`config.mk`:
```
export PLATFORM = sky130hd
export DESIGN_NAME = vx_writeback_arbiter
export DESIGN_NICKNAME = d
export VERILOG_FILES = /design/src/rtl/vx_writeback_arbiter_pkg.sv /design/src/rtl/vx_writeback_arbiter_fifo.sv /design/src/rtl/vx_writeback_arbiter.sv
export SDC_FILE = /design/constraint.sdc
export NUM_CORES = 1
export LEC_CHECK = 0
export BUFFER_PORTS_ARGS = -buffer_cell sky130_fd_sc_hd__clkbuf_2
export CORE_ASPECT_RATIO = 0.6
export CORE_MARGIN = 2
export CORE_UTILIZATION = 50
export CTS_BUF_LIST = sky130_fd_sc_hd__clkbuf_8
export CTS_CLUSTER_DIAMETER = 200
export DETAILED_ROUTE_END_ITERATION = 8
export GPL_ROUTABILITY_DRIVEN = 0
export PLACE_DENSITY = 0.74
export SYNTH_ARGS = -nofsm -noshare
export SYNTH_HDL_FRONTEND = slang
export SYNTH_HIERARCHICAL = 1
export SYNTH_SLANG_ARGS = --single-unit
```
`constraint.sdc`:
```
create_clock -name clk -period 9.7 [get_ports clk]
set_clock_uncertainty 0.15 [all_clocks]
set_input_delay 1.94 -clock clk [delete_from_list [all_inputs] [get_ports clk]]
set_output_delay 1.94 -clock clk [all_outputs]
set_load 0.01 [all_outputs]
```
`src/rtl/vx_writeback_arbiter_pkg.sv`:
```
// Shared widths and types for the writeback arbiter and its per-source FIFOs.
package vx_writeback_arbiter_pkg;

    localparam int unsigned VX_NT      = 4;
    localparam int unsigned VX_NW_BITS = 1;

    // Packed FIFO entry layout: {warp, tmask, wb, rd, data}
    function automatic int unsigned wb_entry_w(input int unsigned nt, input int unsigned nw_bits);
        return nw_bits + nt + 1 + 5 + nt * 32;
    endfunction

    typedef enum logic [1:0] {
        SEL_NONE,
        SEL_ALU,
        SEL_MEM
    } wb_sel_e;

endpackage

```
`src/rtl/vx_writeback_arbiter_fifo.sv`:
```
// Small skid FIFO holding writeback entries for one result source.
module vx_wb_fifo #(
    parameter int unsigned WIDTH = 8,
    parameter int unsigned DEPTH = 2
) (
    input  logic                         clk,
    input  logic                         reset,
    input  logic                         push,
    input  logic                         pop,
    input  logic [WIDTH-1:0]             data,
    output logic [WIDTH-1:0]             head,
    output logic                         empty,
    output logic [$clog2(DEPTH+1)-1:0]   count
);

    localparam int unsigned PW = $clog2(DEPTH);
    localparam int unsigned CW = $clog2(DEPTH + 1);

    logic [WIDTH-1:0] mem [DEPTH];
    logic [PW-1:0]    wr_ptr;
    logic [PW-1:0]    rd_ptr;
    logic             full;
    logic             do_push;
    logic             do_pop;

    assign full    = (count == CW'(DEPTH));
    assign empty   = (count == '0);
    assign do_push = push && !full;
    assign do_pop  = pop && !empty;
    assign head    = mem[rd_ptr];

    always_ff @(posedge clk) begin
        if (!reset) begin
            wr_ptr <= '0;
            rd_ptr <= '0;
            count  <= '0;
        end else begin
            if (do_push) wr_ptr <= wr_ptr + 1'b1;
            if (do_pop)  rd_ptr <= rd_ptr + 1'b1;
            case ({do_push, do_pop})
                2'b10:   count <= count + 1'b1;
                2'b01:   count <= count - 1'b1;
                default: count <= count;
            endcase
        end
    end

    always_ff @(posedge clk) begin
        if (do_push) mem[wr_ptr] <= data;
    end

endmodule

```
`src/rtl/vx_writeback_arbiter.sv`:
```
// Merges ALU and load results into one register-file write per cycle; memory
// has priority, bounded by an ALU anti-starvation counter.
module vx_writeback_arbiter
    import vx_writeback_arbiter_pkg::*;
#(
    parameter int unsigned NT           = VX_NT,
    parameter int unsigned NW_BITS      = VX_NW_BITS,
    parameter int unsigned FIFO_DEPTH   = 2,
    parameter int unsigned STARVE_LIMIT = 3
) (
    input  logic                clk,
    input  logic                reset,
    input  logic                in_alu_valid,
    output logic                in_alu_ready,
    input  logic [NW_BITS-1:0]  in_alu_warp,
    input  logic [NT-1:0]       in_alu_tmask,
    input  logic                in_alu_wb,
    input  logic [4:0]          in_alu_rd,
    input  logic [NT*32-1:0]    in_alu_data,
    input  logic                in_mem_valid,
    output logic                in_mem_ready,
    input  logic [NW_BITS-1:0]  in_mem_warp,
    input  logic [NT-1:0]       in_mem_tmask,
    input  logic                in_mem_wb,
    input  logic [4:0]          in_mem_rd,
    input  logic [NT*32-1:0]    in_mem_data,
    output logic [NW_BITS-1:0]  out_wb_warp,
    output logic [NT-1:0]       out_valid,
    output logic                out_write_register,
    output logic [4:0]          out_rd,
    output logic [NT*32-1:0]    out_write_data,
    output logic                out_busy
);

    localparam int unsigned EW = wb_entry_w(NT, NW_BITS);
    localparam int unsigned CW = $clog2(FIFO_DEPTH + 1);
    localparam int unsigned SW = $clog2(STARVE_LIMIT + 1);

    logic [EW-1:0] alu_head, mem_head, win_head;
    logic          alu_empty, mem_empty;
    logic [CW-1:0] alu_count, mem_count;
    logic [SW-1:0] starve_cnt;
    wb_sel_e       sel;

    logic [NW_BITS-1:0] h_warp;
    logic [NT-1:0]      h_tmask;
    logic               h_wb;
    logic [4:0]         h_rd;
    logic [NT*32-1:0]   h_data;

    // Ready depends only on the current count, so a full FIFO refuses even when it pops.
    assign in_alu_ready = reset && (alu_count < CW'(FIFO_DEPTH));
    assign in_mem_ready = reset && (mem_count < CW'(FIFO_DEPTH));

    vx_wb_fifo #(.WIDTH(EW), .DEPTH(FIFO_DEPTH)) alu_fifo (
        .clk   (clk),
        .reset (reset),
        .push  (in_alu_valid && in_alu_ready),
        .pop   (sel == SEL_ALU),
        .data  ({in_alu_warp, in_alu_tmask, in_alu_wb, in_alu_rd, in_alu_data}),
        .head  (alu_head),
        .empty (alu_empty),
        .count (alu_count)
    );

    vx_wb_fifo #(.WIDTH(EW), .DEPTH(FIFO_DEPTH)) mem_fifo (
        .clk   (clk),
        .reset (reset),
        .push  (in_mem_valid && in_mem_ready),
        .pop   (sel == SEL_MEM),
        .data  ({in_mem_warp, in_mem_tmask, in_mem_wb, in_mem_rd, in_mem_data}),
        .head  (mem_head),
        .empty (mem_empty),
        .count (mem_count)
    );

    always_comb begin
        sel = SEL_NONE;
        if (!alu_empty && !mem_empty)
            sel = (starve_cnt == SW'(STARVE_LIMIT)) ? SEL_ALU : SEL_MEM;
        else if (!mem_empty)
            sel = SEL_MEM;
        else if (!alu_empty)
            sel = SEL_ALU;
    end

    assign win_head = (sel == SEL_MEM) ? mem_head : alu_head;
    assign {h_warp, h_tmask, h_wb, h_rd, h_data} = win_head;

    always_ff @(posedge clk) begin
        if (!reset) begin
            starve_cnt         <= '0;
            out_wb_warp        <= '0;
            out_valid          <= '0;
            out_write_register <= 1'b0;
            out_rd             <= '0;
            out_write_data     <= '0;
        end else begin
            // MEM winning with ALU waiting is the only case that grows the count.
            if (sel == SEL_MEM && !alu_empty) begin
                if (starve_cnt != SW'(STARVE_LIMIT)) starve_cnt <= starve_cnt + 1'b1;
            end else begin
                starve_cnt <= '0;
            end

            if (sel != SEL_NONE) begin
                out_write_register <= h_wb && (h_rd != '0) && (h_tmask != '0);
                out_valid          <= h_tmask;
                out_rd             <= h_rd;
                out_wb_warp        <= h_warp;
                out_write_data     <= h_data;
            end else begin
                out_write_register <= 1'b0;
                out_valid          <= '0;
            end
        end
    end

    assign out_busy = !alu_empty || !mem_empty || out_write_register;

endmodule

```
## After elaboration in Yosys (flattened, before gate mapping)

Memories as Yosys holds them, arrays and structs flattened. A register that Yosys moved wholly into a read port is not among the register bits.
Index checks and enable logic that the tools add are counted.

| cells by class | value |
|---|---|
| eq/ne operators | 10 |
| bitwise operators | 0 |
| div/mod/pow operators | 0 |
| $lt $le $gt $ge | 2 |
| reduce and logical (&&, ||, !) cells | 27 |
| multiply operators | 0 |
| shift-type cells | 0 |
| muxes and demuxes | 15 |
| add/subtract/negate cells | 9 |

Operator list:

| cell | number |
|---|---|
| 139-bit 2-to-1 mux | 1 |
| 2-bit equality test, second input constant | 6 |
| 1-bit logical AND | 12 |
| 1-bit 2-to-1 mux | 9 |
| 2-bit one-hot mux with 2 select lines | 2 |
| 2-bit by 1-bit adder with 2-bit output, second input constant | 3 |
| 2-bit by 1-bit equality test with 1-bit output, second input constant | 3 |
| 2-bit 2-to-1 mux | 3 |
| 2-bit nonzero test | 3 |
| 5-bit nonzero test | 1 |
| 1-bit adder, second input constant | 4 |
| 1-bit logical NOT | 4 |
| 2-bit logical NOT | 2 |
| 2-bit less-than comparator, second input constant | 2 |
| 2-bit AND reduction | 2 |
| 4-bit nonzero test | 1 |
| 2-bit by 1-bit subtractor with 2-bit output, second input constant | 2 |
| 1-bit logical OR | 2 |
| 2-bit != test, second input constant | 1 |

| word-level totals | value |
|---|---|
| memory bits (read-only) | 0 |
| latch bits | 0 |
| output and inout bits | 142 |
| flip-flop bits (word level) | 149 |
| bits in writable memories | 556 |
| word-level logic and storage cells | 77 |
| bits of input ports | 282 |
| memories | 2 |

Memory list:

| memory | words | bits a word | rd ports | clocked after Yosys merged registers in | write ports | RTL line | source |
|---|---|---|---|---|---|---|---|
| alu_fifo.mem | 2 | 139 | 1 | 1 | 1 | vx_writeback_arbiter_fifo.sv:19 | `logic [WIDTH-1:0] mem [DEPTH];` |
| mem_fifo.mem | 2 | 139 | 1 | 1 | 1 | vx_writeback_arbiter_fifo.sv:19 |  |

## Depth between registers and ports, before layout

Gate-level depths: netlist of the first run.

| logic depth | value |
|---|---|
| depth in word-level cells | 9 |
| gate-level depth with buffers | 12 |
| mapped depth without buffers | 9 |

## By module

The synthesis of the first run kept the hierarchy.

Modules (own cells, without submodules):

| module | times used | area an instance (sq um) | seq. area each (sq um) | cells each |
|---|---|---|---|---|
| vx_wb_fifo | 2 | 10246.1 | 8448.1 | 457 |
| vx_writeback_arbiter | 1 | 5930.7 | 2822.7 | 624 |

## Worst setup path after synthesis of the first run

OpenSTA, ideal clock, no wires.

| path | value |
|---|---|
| kind | input -> register |
| from | input port reset |
| to | memory alu_fifo/mem[1][0] (netlist bit) (enable) |
| slack | 0.695 ns |
| cell stages on the path | 4 |
| setup time | 0.639 ns |
| path buffers | 0 |
| required time | 8.911 ns |
| arrival time | 8.216 ns |
| path through | nor2b_1 and2_1 nand2_1 nor2_1 |

| on the way | value |
|---|---|
| longest elaborated chain between the ends | 5 |

Ends and longest elaborated chain:

| item | RTL line | source |
|---|---|---|
| start: declaration | vx_writeback_arbiter.sv:12 | `input logic reset,` |
| 1-bit logical AND | vx_writeback_arbiter.sv:52 | `assign in_alu_ready = reset && (alu_count < CW'(FIFO_DEPTH));` |
| 1-bit logical AND | vx_writeback_arbiter.sv:58 | `.push (in_alu_valid && in_alu_ready),` |
| 1-bit logical AND | vx_writeback_arbiter_fifo.sv:28 | `assign do_push = push && !full;` |
| 1-bit 2-to-1 mux | vx_writeback_arbiter_fifo.sv:49 | `if (do_push) mem[wr_ptr] <= data;` |
| 1-bit 2-to-1 mux (not written as such) | vx_writeback_arbiter_fifo.sv:49 |  |
| end: declaration | vx_writeback_arbiter_fifo.sv:19 |  |

No other way between the ends.

## Worst setup path in the final report of the first run

| path | value |
|---|---|
| from | input port reset |
| to | output port in_mem_ready |

| on the way | value |
|---|---|
| longest elaborated chain between the ends | 1 |

Ends and longest elaborated chain:

| item | RTL line | source |
|---|---|---|
| 1-bit logical AND | vx_writeback_arbiter.sv:53 | `assign in_mem_ready = reset && (mem_count < CW'(FIFO_DEPTH));` |
| end: declaration | vx_writeback_arbiter.sv:21 | `output logic in_mem_ready,` |

No other way between the ends.

==> impl_metrics.tcl, run 1 <==
set metrics [dict create \
    drc_errors 0 \
    core_um2 52400 \
    drt_iter0_drc 1026 \
    crit_path_end_kind "output pin" \
    row_count 65 \
    ctsResizeCount 0 \
    synthArstFlopShare_pct 0 \
    min_period_over_period_pct 48.2 \
    netlist-cell-type-count 34 \
    synth.area.mux_share_pct 16.9 \
    wirelength_mm 58.0 \
    grt_pass1_vias 15244 \
    area_delta_synth_final_pct 17.6 \
    cts_tree "yes" \
    ir_worst_vdd_uv 136 \
    syn_avg_cell_area_um2 17.2 \
    power_frac_seq_pct 49.6 \
    swShare_pct 29.0 \
    hold_buffers 0 \
    first_pass_iters 5 \
    period_minus_slack_ns 4.67 \
    min_path_type "reg2reg" \
    ys_dominant_reg_cell "edfxtp_1" \
    place_ws_ns 4.72 \
    status "finished, final reports clean" \
    leakagePower_nw 11.5 \
    cts_setup_buffers 0 \
    instances_no_fill 2799 \
    critical_path_arrival_ns 2.58 \
    clk_path_buf_depth 3 \
    die-width_um 301 \
    hold_violations 0 \
    htree_levels 3 \
    synth_compound_area_share_pct 3.00 \
    syn_area_um2 26400 \
    setup_viol 0 \
    synth_seq_cells 707 \
    worstSetupStartpointType "input port" \
    synth-xor-area-share_pct 0.199 \
    die_h_um 182 \
    portBuffers 423 \
    vias 14500 \
    grt_max_degree 140 \
    final.setup.tns_ns 0 \
    fillers 4008 \
    ys_seq_area_share_pct 74.6 \
    multi_input_area_um2 6110 \
    maxSlewViolCount 0 \
    grt_usage_pct 21.0 \
    antenna_found_initial 10 \
    fin_nets 2285 \
    grt_first_pass_wirelength_mm 87.2 \
    p_total_mw 7.78 \
    synth_top_family_by_area "multiplexers" \
    synth_warnings 6 \
    cts.sinks 707 \
    path_clk_slew_ns 0.06 \
    io_pins 424 \
    tightest_slew_ns 1.18 \
    synth_simple_gate_area_share_pct 2.76 \
    synth_nets 1823 \
    synth_edf_count 556 \
    final_antenna_net_count 0 \
    root_buffer "clkbuf_8" \
    die_area_um2 54800 \
    avgRoutedWirePerCell_um 20.7 \
    power_density_nw_per_um2 251 \
    final_layout_size_suffix_gt1_share_pct 30.1 \
    dpl.hpwl_mm 35.0 \
    regArea_um2 19700 \
    dp.cells 2600 \
    synthCells 1538 \
    crit_required_ns 7.61 \
    clk_latency_ns 0.67 \
    synthAdderAreaFrac_pct 0.142 \
    crit_fanout 16 \
    postLayoutSetupSlackWorst_ns 5.03 \
    fmax_mhz 214 \
    critPathKind "in2out" \
    numCtsBuffers 101 \
    rsz0062_at_grt "false" \
    p_switching_mw 2.26 \
    start_util_pct 50.4 \
    maxCapViolCount 0 \
    clkPwrFrac_pct 30.3 \
    relSlewSlack_pct 21.6 \
    via_per_inst 5.18 \
    hold_ws_ns 0.296 \
    gr-total-overflow 0 \
    pwr-share-comb_pct 20.1 \
    power.internal_mw 5.53 \
]
final cells by class:
class | instances | share of cell area (%)
inverters | 6 | 0.129
clock buffers | 120 | 5.32
flip-flops and latches | 707 | 63.5
repair buffers | 435 | 7.14
diodes | 7 | 0.0564
well taps | 703 | 2.83
multi-input cells | 749 | 19.7
clock inverters | 72 | 1.37
power groups by stage:
stage                     combinational, mW  sequential, mW  clock [mW]
after floorplan                       0.994            3.98           0
after global placement                 1.55            3.91           0
after detailed placement               1.58            3.92           0
after CTS                              1.59            3.86        2.41
after global routing                   1.70            3.90        2.55
final                                  1.57            3.86        2.36
Yosys cell counts (5+ instances only):
library cell | n | share of area [%]
nor2_1 | 6 | 0.085
buf_12 | 11 | 0.83
clkbuf_1 | 26 | 0.37
mux2i_1 | 134 | 5.1
edfxtp_1 | 556 | 63
mux2_2 | 40 | 1.7
o21ai_0 | 32 | 0.61
nor2b_1 | 6 | 0.14
nand2_1 | 146 | 2.1
mux2_1 | 238 | 10
xnor2_1 | 6 | 0.20
buf_4 | 24 | 0.68
buf_2 | 12 | 0.23
dfxtp_1 | 151 | 11
o21ai_1 | 104 | 2.0
a21oi_1 | 5 | 0.095
cells by family after synthesis:
family | count (synthesis)
DFF | 707
and+or+nand+nor | 176
muxes | 412
adders and majority gates | 3
buffers and inverters | 82
AOI/OAI and AO/OA | 152
xor gates and xnor gates | 6
registers in the layout (all words and copies together), names as in the netlist, named ones only:
signal,flops
alu_fifo/mem,278
out_write_data,128
mem_fifo/rd_ptr,1
starve_cnt,2
mem_fifo/wr_ptr,1
alu_fifo/rd_ptr,1
out_write_register,1
out_rd,5
out_wb_warp,1
alu_fifo/count,2
mem_fifo/count,2
mem_fifo/mem,278
out_valid,4
alu_fifo/wr_ptr,1
stage by stage:
| step | instance area, um^2 | util [%] |
|---|---|---|
| floorplan | 26400 | - |
| global placement | 29000 | 55.3 |
| detailed placement | 29000 | 55.3 |
| CTS | 31100 | 59.3 |
| global route | 31100 | 59.3 |
| finish | 31100 | 59.3 |
path summary, 6_finish.rpt:
kind,from,endpoint,slack (ns),cells after the start
min,out_write_data[75]$_SDFFE_PN0N_,out_write_data[75]$_SDFFE_PN0N_,0.30,2
max reg2reg,alu_fifo/count[1]$_SDFFE_PN0P_,out_write_data[15]$_SDFFE_PN0N_,6.21,7
max,reset,in_mem_ready,5.03,3
min reg2reg,out_write_data[75]$_SDFFE_PN0N_,out_write_data[75]$_SDFFE_PN0N_,0.30,2
layer usage:
layer / vias up / GRT usage [%] / wire length, um
li1: 6742 / - / -
met1: 7148 / 27.6 / 24600
met2: 476 / 34.2 / 28000
met3: 128 / 4.42 / 3480
met4: 6 / 8.60 / 1880
met5: - / 0 / 44
cell usage in the layout, fill, tap and decap left out, types with 4 or more instances in the layout:
master     synthesis  routed
o21ai_1          104     104
inv_6              0       4
clkinv_1           0       7
or4_1              4       4
edfxtp_1         556     556
diode_2            0       7
nor2_1             6       4
a21boi_1           4       4
xnor2_1            6       6
o21ai_0           32      32
mux2_1           238     238
dfxtp_1          151     149
inv_1              4      47
mux2i_1          134     134
mux2_2            40      40
bufinv_16          0       4
nor2b_1            6       6
nand2_1          146     145
clkbuf_2           0     423
buf_4             24      11
clkinv_2           0      10
a21oi_1            5       5
and2_1             4       4
clkbuf_8           0     120
critical path: stages:
cell and delay (ns):
clkbuf_2 0.27, nor2b_1 0.22, clkbuf_2 0.15
(Power assumes the default switching activity.)
==> inputs of run 2 (changes only) <==
Settings changed: ABC_AREA from default to 1.
Clock period 9.7 ns to 4.8 ns, I/O delays scaled along.
==> run 2 against run 1 <==
Net effect: count of clock-buffer cells in the layout shrank 2; via count grew 12%; die area grew 1.7%; highest routed layer unchanged; power grew 130%; register-to-register slack lost 4.6 ns; worst setup slack lost 3.7 ns.
==> impl_metrics.tcl, run 2 <==
set metrics [dict create \
    status "finished, final reports clean" \
    layout_common_cells "edfxtp_1, clkbuf_2, mux2_2" \
    root_buffer "clkbuf_8" \
    portBuffers 423 \
    core_um2 52900 \
    cts_setup_buffers 0 \
    io_pins 424 \
    holdPathStages 1 \
    htree_levels 3 \
    regToRegEndpoint "out_write_data[46]$_SDFFE_PN0N_" \
    min_period_over_period_pct 73.2 \
    final.setup.tns_ns 0 \
    fillers 4097 \
    gr-total-overflow 0 \
    crit_fanout 12 \
    top_regs "alu_fifo/mem x278, mem_fifo/mem x278, out_write_data x128" \
    wirelength_mm 64.7 \
    synthTopCellsByCount "edfxtp_1, mux2_2, nor2_1" \
    p_total_mw 17.9 \
    regArea_um2 19700 \
    place_ws_ns 1.14 \
    maxCapViolCount 0 \
    yosysTopAreaCellShare_pct 62.1 \
    synthArstFlopShare_pct 0 \
    synth_warnings 6 \
    maxSlewViolCount 0 \
    crit_path_end_kind "output pin" \
    ir_worst_vdd_uv 441 \
    syn_avg_cell_area_um2 15.4 \
    hold_violations 0 \
    worstSetupStartpointType "flop" \
    dpl.hpwl_mm 38.7 \
    area_delta_synth_final_pct 17.6 \
    synth_area_leader_cell "edfxtp_1" \
    worstHoldEndpoint "starve_cnt[0]$_SDFFE_PN0N_" \
    rsz0062_at_grt "false" \
    hold_buffers 0 \
    vias 16272 \
    reg2regPathDepth 6 \
    start_util_pct 50.9 \
    synthCells 1749 \
    period_minus_slack_ns 3.51 \
    rrSetupSlack_ns 1.59 \
    die_h_um 184 \
    grt_first_pass_wirelength_mm 95.8 \
    critPathKind "reg2out" \
    grt_pass1_vias 16823 \
    grt_usage_pct 22.7 \
    via_per_inst 5.43 \
    avgRoutedWirePerCell_um 21.6 \
    ys_dominant_reg_cell "edfxtp_1" \
    antenna_found_initial 13 \
    ctsResizeCount 0 \
    fin_nets 2476 \
    clk_path_buf_depth 3 \
    multi_input_area_um2 6210 \
    crit_required_ns 3.69 \
    die_area_um2 55700 \
    synth_seq_cells 707 \
    syn_area_um2 26900 \
    power_density_nw_per_um2 567 \
    grt_max_degree 141 \
    min_from "starve_cnt[0]$_SDFFE_PN0N_" \
    leakagePower_nw 11.8 \
    cts.sinks 707 \
    drc_errors 0 \
    path_clk_slew_ns 0.06 \
    ys_seq_area_share_pct 73.4 \
    tightest_slew_ns 1.10 \
    layout_commonest_cell "edfxtp_1" \
    critical_path_arrival_ns 2.40 \
    setup_viol 0 \
    cts_tree "yes" \
    synth_edf_count 556 \
    min_path_type "reg2reg" \
    fmax_mhz 285 \
    synth_area_leaders "edfxtp_1, mux2_2, dfxtp_1" \
    relSlewSlack_pct 26.7 \
    final_antenna_net_count 0 \
    netlist-cell-type-count 25 \
    clk_latency_ns 0.69 \
    yosysMostFrequentCell "edfxtp_1" \
    drt_iter0_drc 1034 \
    r2r-start "alu_fifo/count[0]$_SDFFE_PN0P_" \
    die-width_um 303 \
    synth_nets 2034 \
    first_pass_iters 5 \
    postLayoutSetupSlackWorst_ns 1.29 \
    row_count 65 \
    numCtsBuffers 101 \
    final_layout_size_suffix_gt1_share_pct 38.3 \
]
[run 2: metrics by stage]
step	cell area, um^2	hold WS (ns)	instances	utilization [%]
3_3_place_gp	29600	0.258	2791	55.9
2_1_floorplan	26900	0.248	1749	-
5_1_grt	31600	0.248	2992	59.8
6_report	31600	0.287	2995	59.8
3_5_place_dp	29600	0.270	2791	55.9
4_1_cts	31600	0.221	2983	59.7
[run 2: critical path, cell delays in order (launching register included)]
cell and delay [ns]:
dfxtp_1 0.33, inv_1 0.12, nand2_1 0.09, inv_2 0.25, nand2_1 0.37, or2_2 0.41
clkbuf_2 0.14
[run 2: kinds of logic after synthesis]
family | after synthesis | share of synthesized area [%]
adders and majority gates | 3 | 0.140
muxes | 278 | 11.6
buffers and inverters | 201 | 3.75
DFF | 707 | 73.4
AOI/OAI and AO/OA | 226 | 5.77
and+or+nand+nor | 334 | 5.34
[run 2: worst max path at each step]
stage / from / end / slack (ns) / cells after the start
2_1_floorplan: reset / alu_fifo/mem[0][0]$_DFFE_PP_ / 0.40 / 6
3_3_place_gp: reset / out_write_register$_SDFF_PN0_ / 1.18 / 7
3_5_place_dp: reset / out_write_data[30]$_SDFFE_PN0N_ / 1.14 / 6
4_1_cts: mem_fifo/count[0]$_SDFFE_PN0P_ / out_busy / 1.17 / 6
5_1_grt: mem_fifo/count[0]$_SDFFE_PN0P_ / out_busy / 1.08 / 6
6_report: mem_fifo/count[0]$_SDFFE_PN0P_ / out_busy / 1.29 / 6
[run 2: power breakdown]
part	leakage, nW	switching [mW]	total [mW]	internal, mW
Clock	1.22	2.27	4.64	2.37
Combinational	4.25	3.18	5.05	1.87
Sequential	6.34	0.603	8.23	7.63
[run 2: final cells by class]
type | instances | share of cell area (%)
clock buffers | 118 | 5.14
inverters | 100 | 1.21
repair buffers | 440 | 7.50
diodes | 12 | 0.0950
multi-input cells | 841 | 19.6
flip-flops and latches | 707 | 62.4
well taps | 703 | 2.78
clock inverters | 74 | 1.21
[run 2: layer usage]
| metal | GRT usage [%] | vias up | wire length, um |
|---|---|---|---|
| li1 | - | 7444 | - |
| met1 | 30.7 | 8068 | 27400 |
| met2 | 35.7 | 621 | 30500 |
| met3 | 5.08 | 133 | 4570 |
| met4 | 9.45 | 6 | 2160 |
| met5 | 0 | - | 44 |
